## src/rtl/flappy_pkg.sv

```systemverilog
// Shared types and constants for the bird sprite motion and render path.
package flappy_pkg;

  typedef enum logic [1:0] {
    ST_IDLE = 2'd0,
    ST_FLY  = 2'd1,
    ST_FALL = 2'd2,
    ST_DEAD = 2'd3
  } wing_st_e;

  localparam int SPRITE_H = 32;
  localparam int SCREEN_H = 480;
  localparam int VEL_W    = 8;

  localparam logic [3:0] ANG_IDLE = 4'd2;
  localparam logic [3:0] ANG_DEAD = 4'd10;

endpackage

```

## src/rtl/wing_angle_map.sv

```systemverilog
// Signed vertical velocity to 4-bit tilt index, 0 nose up to 10 nose down.
module wing_angle_map
  import flappy_pkg::*;
(
  input  logic signed [VEL_W-1:0] vel_i,
  output logic [3:0]              angle_o
);

  always_comb begin
    angle_o = ANG_DEAD;
    unique case (1'b1)
      (vel_i <= VEL_W'(-4)):
        angle_o = 4'd0;
      (vel_i >= VEL_W'(-3)) && (vel_i <= VEL_W'(-1)):
        angle_o = 4'd1;
      (vel_i >= VEL_W'(0)) && (vel_i <= VEL_W'(1)):
        angle_o = 4'd2;
      (vel_i >= VEL_W'(2)) && (vel_i <= VEL_W'(8)):
        angle_o = vel_i[3:0] + 4'd1;
      default:
        angle_o = ANG_DEAD;
    endcase
  end

endmodule

```

## src/rtl/wing_motion_ctrl.sv

```systemverilog
// Per-frame flap/gravity physics, tilt and wing animation for the bird sprite.
module wing_motion_ctrl
  import flappy_pkg::*;
#(
  parameter logic [8:0] START_H  = 9'd200,
  parameter logic [8:0] GROUND_Y = 9'd400,
  parameter int         FLAP_V   = -6,
  parameter int         MAX_V    = 8,
  parameter int         GRAV_DIV = 2,
  parameter int         ANIM_DIV = 4
)(
  input  logic       clk,
  input  logic       rst_n,
  input  logic       frame_tick,
  input  logic       flap_btn,
  input  logic       game_over,
  input  logic       game_restart,
  output logic [8:0] wing_height,
  output logic [3:0] wing_angle,
  output logic [2:0] wing_state,
  output logic       wing_valid,
  output logic       hit_ground
);

  localparam logic [8:0] MAX_H = GROUND_Y - 9'(SPRITE_H);
  localparam logic signed [VEL_W-1:0] V_FLAP = VEL_W'(FLAP_V);
  localparam logic signed [VEL_W-1:0] V_MAX  = VEL_W'(MAX_V);
  localparam logic [7:0] GRAV_LAST = 8'(GRAV_DIV - 1);
  localparam logic [7:0] ANIM_LAST = 8'(ANIM_DIV - 1);

  wing_st_e st_q, st_d;
  logic [8:0] h_q, h_d;
  logic signed [VEL_W-1:0] v_q, v_d;
  logic [7:0] grav_q, grav_d;
  logic [7:0] anim_q, anim_d;
  logic [2:0] ws_q, ws_d;
  logic [3:0] ang_q, ang_d;
  logic pend_q, pend_d;
  logic btn_q, valid_q;
  logic hit_q, hit_d;
  logic rise, run, flap_use;
  logic signed [10:0] h_sum;
  logic [3:0] map_ang;

  wing_angle_map u_map (
    .vel_i   (v_d),
    .angle_o (map_ang)
  );

  assign rise = flap_btn & ~btn_q;

  always_comb begin
    st_d   = st_q;
    h_d    = h_q;
    v_d    = v_q;
    grav_d = grav_q;
    anim_d = anim_q;
    ws_d   = ws_q;
    hit_d  = 1'b0;
    h_sum  = '0;
    // a tick consumes the old flap; an edge on that same cycle waits a frame
    pend_d = frame_tick ? rise : (pend_q | rise);
    flap_use = pend_q &
      ((st_q == ST_IDLE) | ((st_q == ST_FLY) & ~game_over));
    run = frame_tick & ((st_q == ST_FLY) | (st_q == ST_FALL) |
      ((st_q == ST_IDLE) & pend_q));

    if ((st_q == ST_FLY) && game_over) st_d = ST_FALL;

    if (frame_tick && ((st_q == ST_IDLE) || (st_q == ST_FLY))) begin
      if (anim_q == ANIM_LAST) begin
        anim_d = '0;
        ws_d   = (ws_q == 3'd2) ? 3'd0 : ws_q + 3'd1;
      end else begin
        anim_d = anim_q + 8'd1;
      end
    end

    if (run) begin
      if (flap_use) begin
        v_d    = V_FLAP;
        grav_d = '0;
      end else if (grav_q == GRAV_LAST) begin
        grav_d = '0;
        if (v_q < V_MAX) v_d = v_q + VEL_W'(1);
      end else begin
        grav_d = grav_q + 8'd1;
      end
      h_sum = $signed({2'b00, h_q}) +
        $signed({{(11-VEL_W){v_d[VEL_W-1]}}, v_d});
      if (h_sum < 0)
        h_d = '0;
      else if (h_sum > $signed({2'b00, MAX_H}))
        h_d = MAX_H;
      else
        h_d = h_sum[8:0];
      if (st_q == ST_IDLE) st_d = ST_FLY;
      if (h_d == MAX_H) begin
        st_d  = ST_DEAD;
        hit_d = 1'b1;
      end
    end

    if ((st_d == ST_FALL) || (st_d == ST_DEAD)) begin
      pend_d = 1'b0;
      anim_d = '0;
      ws_d   = '0;
    end

    if (game_restart) begin
      st_d   = ST_IDLE;
      h_d    = START_H;
      v_d    = '0;
      grav_d = '0;
      anim_d = '0;
      ws_d   = '0;
      pend_d = 1'b0;
      hit_d  = 1'b0;
    end
  end

  always_comb begin
    ang_d = map_ang;
    unique case (1'b1)
      (st_d == ST_IDLE): ang_d = ANG_IDLE;
      (st_d == ST_DEAD): ang_d = ANG_DEAD;
      default:           ang_d = map_ang;
    endcase
  end

  always_ff @(posedge clk) begin
    if (!rst_n) begin
      st_q    <= ST_IDLE;
      h_q     <= START_H;
      v_q     <= '0;
      grav_q  <= '0;
      anim_q  <= '0;
      ws_q    <= '0;
      ang_q   <= ANG_IDLE;
      pend_q  <= 1'b0;
      btn_q   <= 1'b0;
      valid_q <= 1'b0;
      hit_q   <= 1'b0;
    end else begin
      st_q    <= st_d;
      h_q     <= h_d;
      v_q     <= v_d;
      grav_q  <= grav_d;
      anim_q  <= anim_d;
      ws_q    <= ws_d;
      ang_q   <= ang_d;
      pend_q  <= pend_d;
      btn_q   <= flap_btn;
      valid_q <= 1'b1;
      hit_q   <= hit_d;
    end
  end

  assign wing_height = h_q;
  assign wing_angle  = ang_q;
  assign wing_state  = ws_q;
  assign wing_valid  = valid_q;
  assign hit_ground  = hit_q;

endmodule

```

## config.mk

```make
export PLATFORM = sky130hd
export DESIGN_NAME = wing_motion_ctrl
export DESIGN_NICKNAME = d
export VERILOG_FILES = /design/src/rtl/flappy_pkg.sv /design/src/rtl/wing_angle_map.sv /design/src/rtl/wing_motion_ctrl.sv
export SDC_FILE = /design/constraint.sdc
export NUM_CORES = 1
export LEC_CHECK = 0
export ABC_AREA = 1
export CAP_MARGIN = 10
export CELL_PAD_IN_SITES_DETAIL_PLACEMENT = 1
export CELL_PAD_IN_SITES_GLOBAL_PLACEMENT = 2
export CORE_ASPECT_RATIO = 2
export CORE_MARGIN = 2
export CORE_UTILIZATION = 33
export CTS_CLUSTER_DIAMETER = 200
export CTS_CLUSTER_SIZE = 14
export DETAILED_ROUTE_END_ITERATION = 10
export HOLD_SLACK_MARGIN = 0.12
export MAX_ROUTING_LAYER = met4
export PLACE_DENSITY_LB_ADDON = 0.08
export SYNTH_ARGS = -nofsm -noshare
export SYNTH_HDL_FRONTEND = slang
export SYNTH_HIERARCHICAL = 1
export SYNTH_SLANG_ARGS = --single-unit
```

## constraint.sdc

```tcl
create_clock -name clk -period 5.3 [get_ports clk]
set_clock_uncertainty 0.15 [all_clocks]
set_input_delay 0.795 -clock clk [delete_from_list [all_inputs] [get_ports clk]]
set_output_delay 0.795 -clock clk [all_outputs]
set_load 0.01 [all_outputs]
```

# After elaboration in Yosys (flattened, before gate mapping)
# Cells that the tools add are included.
[totals]
elab_cells = 85
reg_bits = 46
in_bits = 6
out_inout_bits = 18
[op_classes]
reduce_logical = 13
n_lt_le_gt_ge = 10
mux = 23
eq_ne = 9
bitwise = 13
n_addsub = 6
[op_table]
columns = ["cell", "n"]
rows = [
  ["$mux W8", 9],
  ["$mux W9", 3],
  ["$add A8 B1 Y8 const B", 2],
  ["$ge A8 B3 Y1 const B", 2],
  ["$pmux W4 S4", 1],
  ["$add A10 B8 Y11", 1],
  ["$gt A11 B10 Y1 const B", 1],
  ["$lt A11 B1 Y1 const B", 1],
  ["$mux W2", 5],
  ["$eq A9 B9 Y1 const B", 1],
  ["$add A8 B2 Y8 const B", 1],
  ["$eq A2 B2 Y1 const B", 4],
  ["$eq A8 B1 Y1 const B", 1],
  ["$eq A8 B2 Y1 const B", 1],
  ["$ge A8 B1 Y1 const B", 1],
  ["$le A8 B1 Y1 const B", 1],
  ["$le A8 B2 Y1 const B", 1],
  ["$le A8 B3 Y1 const B", 1],
  ["$le A8 B5 Y1 const B", 1],
  ["$lt A8 B5 Y1 const B", 1],
  ["$pmux W4 S2", 1],
  ["$reduce_or A3 Y1", 2],
  ["$and A1 B1 Y1", 5],
  ["$logic_and A1 B1 Y1", 5],
  ["12 further kinds", 22],
]

# Longest topological paths before layout
# Gate-level depths: netlist of the first run.
[depth]
word_depth = 17
mapped_depth = 29
ltp_nobuf = 29

# Modules after synthesis
# The synthesis of the first run kept the hierarchy.
[by_module_without_submodules]
columns = ["mod", "cells_per_inst", "area_each_um2", "seq_area_each_um2", "instances"]
rows = [
  ["wing_motion_ctrl", 440, 3029.2, 920.9, 1],
  ["wing_angle_map", 50, 271.5, 0.0, 1],
]

# Worst setup path before layout of the first run
# No wires, ideal clock.
[synth_timing]
path_type = "input -> register"
startpoint = "input port game_over"
endpoint = "register ang_q[1] (netlist: wing_angle[1])"
setup_time_ns = 0.123
slack_ns = 1.269
arrival_time_ns = 3.758
n_path_buf = 1
path_stages = 24
required_time_ns = 5.027
cell_sequence = "o21ai_0 -> nand2_1 -> clkbuf_1 -> o21ai_0 -> a21oi_1 -> ha_1 -> inv_1 -> fa_1 -> inv_1 -> nand3_2 -> nand2_2 -> nand2_2 -> nand2_1 -> nand2_1 -> and2_4 -> nand2_2 -> o211ai_2 -> nand2_2 -> nand3_2 -> nand2_4 -> nor2_1 -> ha_1 -> nand2_1 -> or2_2"
[synth_between]
elab_chain_cells = 17
word_cells_on_any_way = 36
cone_classes = "2 x add/sub; 9 x order compare; 2 x eq/ne; 14 x mux; 4 x bitwise; 5 x reduce/logical"
[synth_lines]
columns = ["item", "line", "source"]
rows = [
  ["start: declaration", "wing_motion_ctrl.sv:16", "input logic game_over,"],
  ["$not A1 Y1", "wing_motion_ctrl.sv:64", "((st_q == ST_IDLE) | ((st_q == ST_FLY) & ~game_over));"],
  ["$and A1 B1 Y1", "wing_motion_ctrl.sv:64", ""],
  ["$or A1 B1 Y1", "wing_motion_ctrl.sv:64", ""],
  ["$and A1 B1 Y1", "wing_motion_ctrl.sv:63", "flap_use = pend_q &"],
  ["$mux W8", "wing_motion_ctrl.sv:80", "if (flap_use) begin"],
  ["$mux W8", "wing_motion_ctrl.sv:79", "if (run) begin"],
  ["$add A10 B8 Y11", "wing_motion_ctrl.sv:89", "h_sum = $signed({2'b00, h_q}) +"],
  ["$gt A11 B10 Y1", "wing_motion_ctrl.sv:93", "else if (h_sum > $signed({2'b00, MAX_H}))"],
  ["[... 2 more ...]", "n/a", ""],
  ["$mux W9", "wing_motion_ctrl.sv:79", ""],
  ["$eq A9 B9 Y1", "wing_motion_ctrl.sv:98", "if (h_d == MAX_H) begin"],
  ["$mux W2", "wing_motion_ctrl.sv:98", ""],
  ["$mux W2 *", "wing_motion_ctrl.sv:79", ""],
  ["$mux W2 *", "wing_motion_ctrl.sv:110", "if (game_restart) begin"],
  ["via st_d[1]", "wing_motion_ctrl.sv:31", "wing_st_e st_q, st_d;"],
  ["$eq A2 B2 Y1 or $logic_not A2 Y1 (tied branches)", "wing_motion_ctrl.sv:126, wing_motion_ctrl.sv:125", ""],
  ["$pmux W4 S2 *", "wing_motion_ctrl.sv:124", "unique case (1'b1)"],
  ["end signal: assignment", "wing_motion_ctrl.sv:151", "ang_q <= ang_d;"],
  ["end: declaration", "wing_motion_ctrl.sv:37", "logic [3:0] ang_q, ang_d;"],
]
# Mark *: on every way through the listed nets, which the timed path passes. The rest lies on a longest branch. The select of a mux whose other input is x is not followed.
# A chain may end at the register's enable or synchronous reset.

# Worst setup path in the final report of the first run
# Same ends and word-level chain as after synthesis.

==> results.sh, run 1 <==
export IMPL_utilization_pct=39.5
export IMPL_synth_top_cells_by_area="dfxtp_1 28%, nand2_1 10%, inv_1 9.0%, ha_1 7.6%, nand3_1 5.8%"
export IMPL_total_power_w=0.000870
export IMPL_hp_class="register to register"
export IMPL_wire_per_inst_um=15.1
export IMPL_yosysTopAreaCellShare_pct=27.9
export IMPL_whs_ns=0.334
export IMPL_crit_path_max_fanout=12
export IMPL_hold_violations=0
export IMPL_worst_pin_slew_ns=0.738
export IMPL_startpoint_type="input port"
export IMPL_swShare_pct=30.9
export IMPL_die_area_um2=10900
export IMPL_cts_clk_slew_worst_paths_ns=0.07
export IMPL_fin_cells=652
export IMPL_drtIter0Drc=89
export IMPL_peakVddDrop_v=0.000276
export IMPL_fmax_mhz=217
export IMPL_p_leak_nw=1.64
export IMPL_fillers=1285
export IMPL_intPower_w=0.000601
export IMPL_coreArea_um2=9760
export IMPL_grt_pass1_wl_um=16500
export IMPL_wl_um=9870
export IMPL_synth_edff_count=0
export IMPL_die_h_um=145
export IMPL_rows=51
export IMPL_synth_area_leader_cell="dfxtp_1"
export IMPL_grt_ovfl_total=0
export IMPL_synthesis_instances=490
export IMPL_h_tree_depth=2
export IMPL_avgSynthCellArea_um2=6.74
export IMPL_start_util_pct=33.8
export IMPL_postRouteAntennaNets=0
export IMPL_seq_area_frac_synth_pct=27.9
export IMPL_slew_violations=0
export IMPL_viasPerCell=4.87
export IMPL_clock_path_buffers=2
export IMPL_maxCapViolations=0
export IMPL_cts_sinks=46
export IMPL_grt_max_degree=24
export IMPL_required_ns=5.34
export IMPL_reg2reg_slack_ns=0.90
export IMPL_antenna_found_initial=0
export IMPL_dp_cells=644
export IMPL_crit_type="input port to register"
export IMPL_clk_latency_ns=0.30
export IMPL_clk_root_buffer_cell="clkbuf_16"
export IMPL_postCtsSetupRepairBufs=0
export IMPL_critPathCaptureType="register"
export IMPL_layout_nets=546
export IMPL_drcViolationCount=0
export IMPL_setup_viol=0
export IMPL_power_frac_comb_pct=20.3
export IMPL_dieWidth_um=74.7
export IMPL_firstDrtPassIters=4
export IMPL_synth_async_reset_ratio_pct=0
export IMPL_num_vias=3172
export IMPL_layout_drive_gt1_share_pct=13.5
export IMPL_dp_hpwl_um=8310
export IMPL_synth_most_common_cell="nand2_1"
export IMPL_syn2layout_area_growth_pct=16.9
export IMPL_synthFlopType="dfxtp_1"
export IMPL_grt_pass1_vias=3417
export IMPL_sequentialPowerShare_pct=41.0
export IMPL_cts_tree="built"
export IMPL_yosys_warnings=6
export IMPL_cp_arrival_ns=4.64
export IMPL_power_density_nw_per_um2=225
export IMPL_ys_top_cells_by_count="91 x nand2_1, 79 x inv_1, 48 x nor2_1"
export IMPL_synth_cell_types=40
export IMPL_top_level_ports=24
export IMPL_clock_power_share_pct=38.6
export IMPL_slew_headroom_pct=50.4
export IMPL_grt_usage_pct=20.4
export IMPL_rsz0062_at_grt="no"
export IMPL_ctsHoldBuffers=0
export IMPL_syn_area_um2=3300
export IMPL_cts_resized_gates=0
export IMPL_min_period_ns=4.60
export IMPL_cts_buffers=5
export IMPL_period_share_pct=86.8
export IMPL_setup_tns_final_ns=0
export IMPL_diodes=0
export IMPL_status="complete, no violations"
export IMPL_switchingPower_w=0.000269
export IMPL_place_congestion=0.907
export IMPL_synth_fp_nets=517
export IMPL_ys_ff_latch=46
export IMPL_io_buffers=23
kinds of logic after synthesis:
group,share of synthesized area (%)
flip-flops,27.9
AND/OR/NAND/NOR,41.4
AO/OA/AOI/OAI,9.17
XOR/XNOR,2.12
adder cells (fa/ha/maj),8.19
multiplexers,0.303
buffers and inverters,11.0
metrics by stage:
| stage | setup WS (ns) | cell area (um^2) |
|---|---|---|
| floorplan | 1.27 | 3300 |
| global placement | 0.479 | 3710 |
| detailed placement | 0.343 | 3710 |
| CTS | 0.666 | 3860 |
| global route | 0.234 | 3860 |
| finish | 0.701 | 3860 |
power by group through the flow:
| stage | Sequential, W | Combinational [W] | Clock, W |
|---|---|---|---|
| 5_1_grt | 0.000358 | 0.000200 | 0.000358 |
| 4_1_cts | 0.000357 | 0.000180 | 0.000353 |
| 6_report | 0.000357 | 0.000177 | 0.000336 |
| 3_3_place_gp | 0.000365 | 0.000178 | 0 |
| 3_5_place_dp | 0.000365 | 0.000179 | 0 |
| 2_1_floorplan | 0.000364 | 0.000124 | 0 |
area by class of cell:
class	instances	area [um^2]	area share (%)
clock buffers	7	143	3.70
clock inverters	1	8.76	0.227
inverters	84	315	8.17
multi-input cells	352	2020	52.4
flip-flops and latches	46	921	23.9
well taps	132	165	4.28
repair buffers	30	283	7.33
layer usage:
layer	vias up	part of all wire [%]	routed length [um]	track usage, %
met3	20	1.5	146	2.70
met4	0	3.3	327	8.66
met2	33	61	5980	39.5
li1	1633	-	-	-
met1	1486	35	3420	18.6
met5	-	0	0	-
placed cells by master, fill, tap and decap left out, types with 4 or more instances in the layout:
cell type        instances
xor2_1                   4
nand3_1                 38
a21oi_1                 27
nor2_4                  11
nand3_2                  7
buf_4                    7
nor2_2                   4
clkdlybuf4s50_1         23
nor4_1                   6
nor2_1                  48
xnor2_1                  4
or2_2                    5
nand2_1                 91
nand2_2                 17
dfxtp_1                 46
inv_1                   79
nand4_1                 10
ha_1                    20
clkbuf_16                5
nor3_1                  20
o21ai_0                 18
critical path, cell delays in order:
cell             delay, ns
clkdlybuf4s50_1       0.51
o21ai_0               0.11
nand2_1               0.36
o21ai_0               0.16
a21oi_1               0.20
ha_1                  0.20
inv_1                 0.05
fa_1                  0.39
inv_1                 0.14
nand4_1               0.13
nand3_1               0.12
nand2_1               0.06
nand3_1               0.11
nand2_2               0.10
nor2_2                0.10
o211ai_2              0.09
nand2_2               0.10
nand4_1               0.08
nand2_1               0.09
nor2_1                0.05
ha_1                  0.31
nand2_1               0.09
or2_2                 0.28
flip-flops by register name, indices dropped and copies added, names as in the netlist, 2 cells and up:
register	count
anim_q	8
grav_q	8
st_q	2
v_q	8
wing_angle	4
wing_height	9
wing_state	3
worst paths after layout:
kind | to | from | cells after the start
setup / recovery | wing_angle[1] | game_over | 23
hold / removal | grav_q[1] | grav_q[1] | 2
setup reg to reg | wing_angle[1] | grav_q[0] | 28
hold reg to reg | grav_q[1] | grav_q[1] | 2
Power figures use the tool's default switching activity.
==> inputs of run 2 (changes only) <==
--- a/config.mk
+++ b/config.mk
@@ -18,6 +18,7 @@
 export HOLD_SLACK_MARGIN = 0.12
 export MAX_ROUTING_LAYER = met4
 export PLACE_DENSITY_LB_ADDON = 0.08
+export SLEW_MARGIN = 20
 export SYNTH_ARGS = -nofsm -noshare
 export SYNTH_HDL_FRONTEND = slang
 export SYNTH_HIERARCHICAL = 1
==> results of run 2 <==
Final layout, timing and power as in run 1 (identical DEF).
==> inputs of run 3 (changes only) <==
--- a/config.mk
+++ b/config.mk
@@ -9,9 +9,8 @@
 export CAP_MARGIN = 10
 export CELL_PAD_IN_SITES_DETAIL_PLACEMENT = 1
 export CELL_PAD_IN_SITES_GLOBAL_PLACEMENT = 2
-export CORE_ASPECT_RATIO = 2
 export CORE_MARGIN = 2
-export CORE_UTILIZATION = 33
+export CORE_UTILIZATION = 25
 export CTS_CLUSTER_DIAMETER = 200
 export CTS_CLUSTER_SIZE = 14
 export DETAILED_ROUTE_END_ITERATION = 10
==> results.sh, run 3 (synthesis results as in run 1) <==
export IMPL_status="complete, no violations"
export IMPL_die_area_um2=14100
export IMPL_grt_usage_pct=15.0
export IMPL_final_common_cell="nand2_1"
export IMPL_cts_resized_gates=0
export IMPL_dpl_instance_area_um2=3740
export IMPL_top_level_ports=24
export IMPL_wire_per_inst_um=14.1
export IMPL_syn2layout_area_growth_pct=18.5
export IMPL_largest_reg_flops=9
export IMPL_coreArea_um2=12800
export IMPL_final_area_um2=3910
export IMPL_clock_path_buffers=2
export IMPL_grt_ovfl_total=0
export IMPL_critPathCaptureType="register"
export IMPL_total_power_w=0.000903
export IMPL_rsz0062_at_grt="no"
export IMPL_drcViolationCount=0
export IMPL_postCtsSetupRepairBufs=0
export IMPL_hp_class="register to register"
export IMPL_die_h_um=119
export IMPL_final_cell_mix="91 x nand2_1, 79 x inv_1, 48 x nor2_1, 46 x dfxtp_1, 38 x nand3_1"
export IMPL_setup_viol=0
export IMPL_crit_type="input port to register"
export IMPL_grt_pass1_wl_um=16400
export IMPL_drtIter0Drc=101
export IMPL_cts_sinks=46
export IMPL_slew_violations=0
export IMPL_viasPerCell=4.45
export IMPL_startpoint_type="input port"
export IMPL_diodes=0
export IMPL_layout_drive_gt1_share_pct=13.3
export IMPL_grt_max_degree=31
export IMPL_cp_arrival_ns=4.66
export IMPL_required_ns=5.33
export IMPL_slew_headroom_pct=38.8
export IMPL_io_buffers=23
export IMPL_p_leak_nw=1.63
export IMPL_clk_root_buffer_cell="clkbuf_16"
export IMPL_cts_buffers=5
export IMPL_cts_clk_slew_worst_paths_ns=0.07
export IMPL_period_share_pct=87.3
export IMPL_grt_pass1_vias=3187
export IMPL_fillers=1607
export IMPL_start_util_pct=25.8
export IMPL_setup_tns_final_ns=0
export IMPL_crit_path_max_fanout=12
export IMPL_hold_violations=0
export IMPL_num_vias=3069
export IMPL_power_density_nw_per_um2=231
export IMPL_cts_tree="built"
export IMPL_worst_pin_slew_ns=0.915
export IMPL_antenna_found_initial=0
export IMPL_layout_nets=544
export IMPL_firstDrtPassIters=4
export IMPL_rows=41
export IMPL_dp_hpwl_um=7910
export IMPL_fmax_mhz=216
export IMPL_min_period_ns=4.63
export IMPL_clk_latency_ns=0.30
export IMPL_wl_um=9720
export IMPL_postRouteAntennaNets=0
export IMPL_peakVddDrop_v=0.000135
export IMPL_maxCapViolations=0
export IMPL_dieWidth_um=119
export IMPL_h_tree_depth=2
export IMPL_ctsHoldBuffers=0
export IMPL_place_congestion=0.783
[run 3: cell types whose count changed in the layout (fill, tap and decap cells not counted)]
cell        delta
clkbuf_1       -1
clkinvlp_4     +2
clkbuf_8       -1
inv_6          -1
buf_4          -2
bufinv_16      +1
[run 3: path summary, 6_finish.rpt]
path	cells past startpoint	from	to	slack [ns]
max reg2reg	28	grav_q[0]	wing_angle[1]	0.78
max	23	game_over	wing_angle[1]	0.67
min reg2reg	2	grav_q[1]	grav_q[1]	0.34
min	2	grav_q[1]	grav_q[1]	0.34
[run 3: per-layer routing]
layer	global-route usage, %	wire length [um]	vias to the layer above
li1	-	-	1625
met2	24.0	4470	19
met4	3.57	101	0
met5	-	0	-
met3	2.63	199	8
met1	19.6	4950	1417
[run 3: through the flow]
step	instances	hold WS, ns	setup WS (ns)	util (%)
3_3_place_gp	682	0.325	0.450	29.3
6_report	690	0.339	0.674	30.6
2_1_floorplan	490	0.308	1.27	-
4_1_cts	690	0.340	0.610	30.6
5_1_grt	690	0.353	0.243	30.6
3_5_place_dp	682	0.329	0.308	29.3
[run 3: where the power goes]
group	total [W]	switching, W	internal (W)
Sequential	0.000357	0.00000512	0.000351
Combinational	0.000176	0.000118	0.0000583
Clock	0.000370	0.000147	0.000223
[run 3: area by class of cell]
class                           count  area (um^2)  share of cell area, %
Multi-Input combinational cell    352         2020                   51.7
Inverter                           84          315                   8.06
Clock inverter                      3         45.0                   1.15
Sequential cell                    46          921                   23.5
Tap cell                          172          215                   5.50
Timing Repair Buffer               28          268                   6.85
Clock buffer                        5          125                   3.20
[run 3: critical path, stage by stage]
cell and delay (ns):
clkdlybuf4s50_1 0.50, o21ai_0 0.10, nand2_1 0.36, o21ai_0 0.16, a21oi_1 0.21, ha_1 0.21
inv_1 0.05, fa_1 0.38, inv_1 0.16, nand4_1 0.14, nand3_1 0.12, nand2_1 0.06
nand3_1 0.07, nand2_2 0.09, nor2_2 0.11, o211ai_2 0.10, nand2_2 0.11, nand3_2 0.09
nand2_4 0.10, nor2_1 0.05, ha_1 0.32, nand2_1 0.08, or2_2 0.27
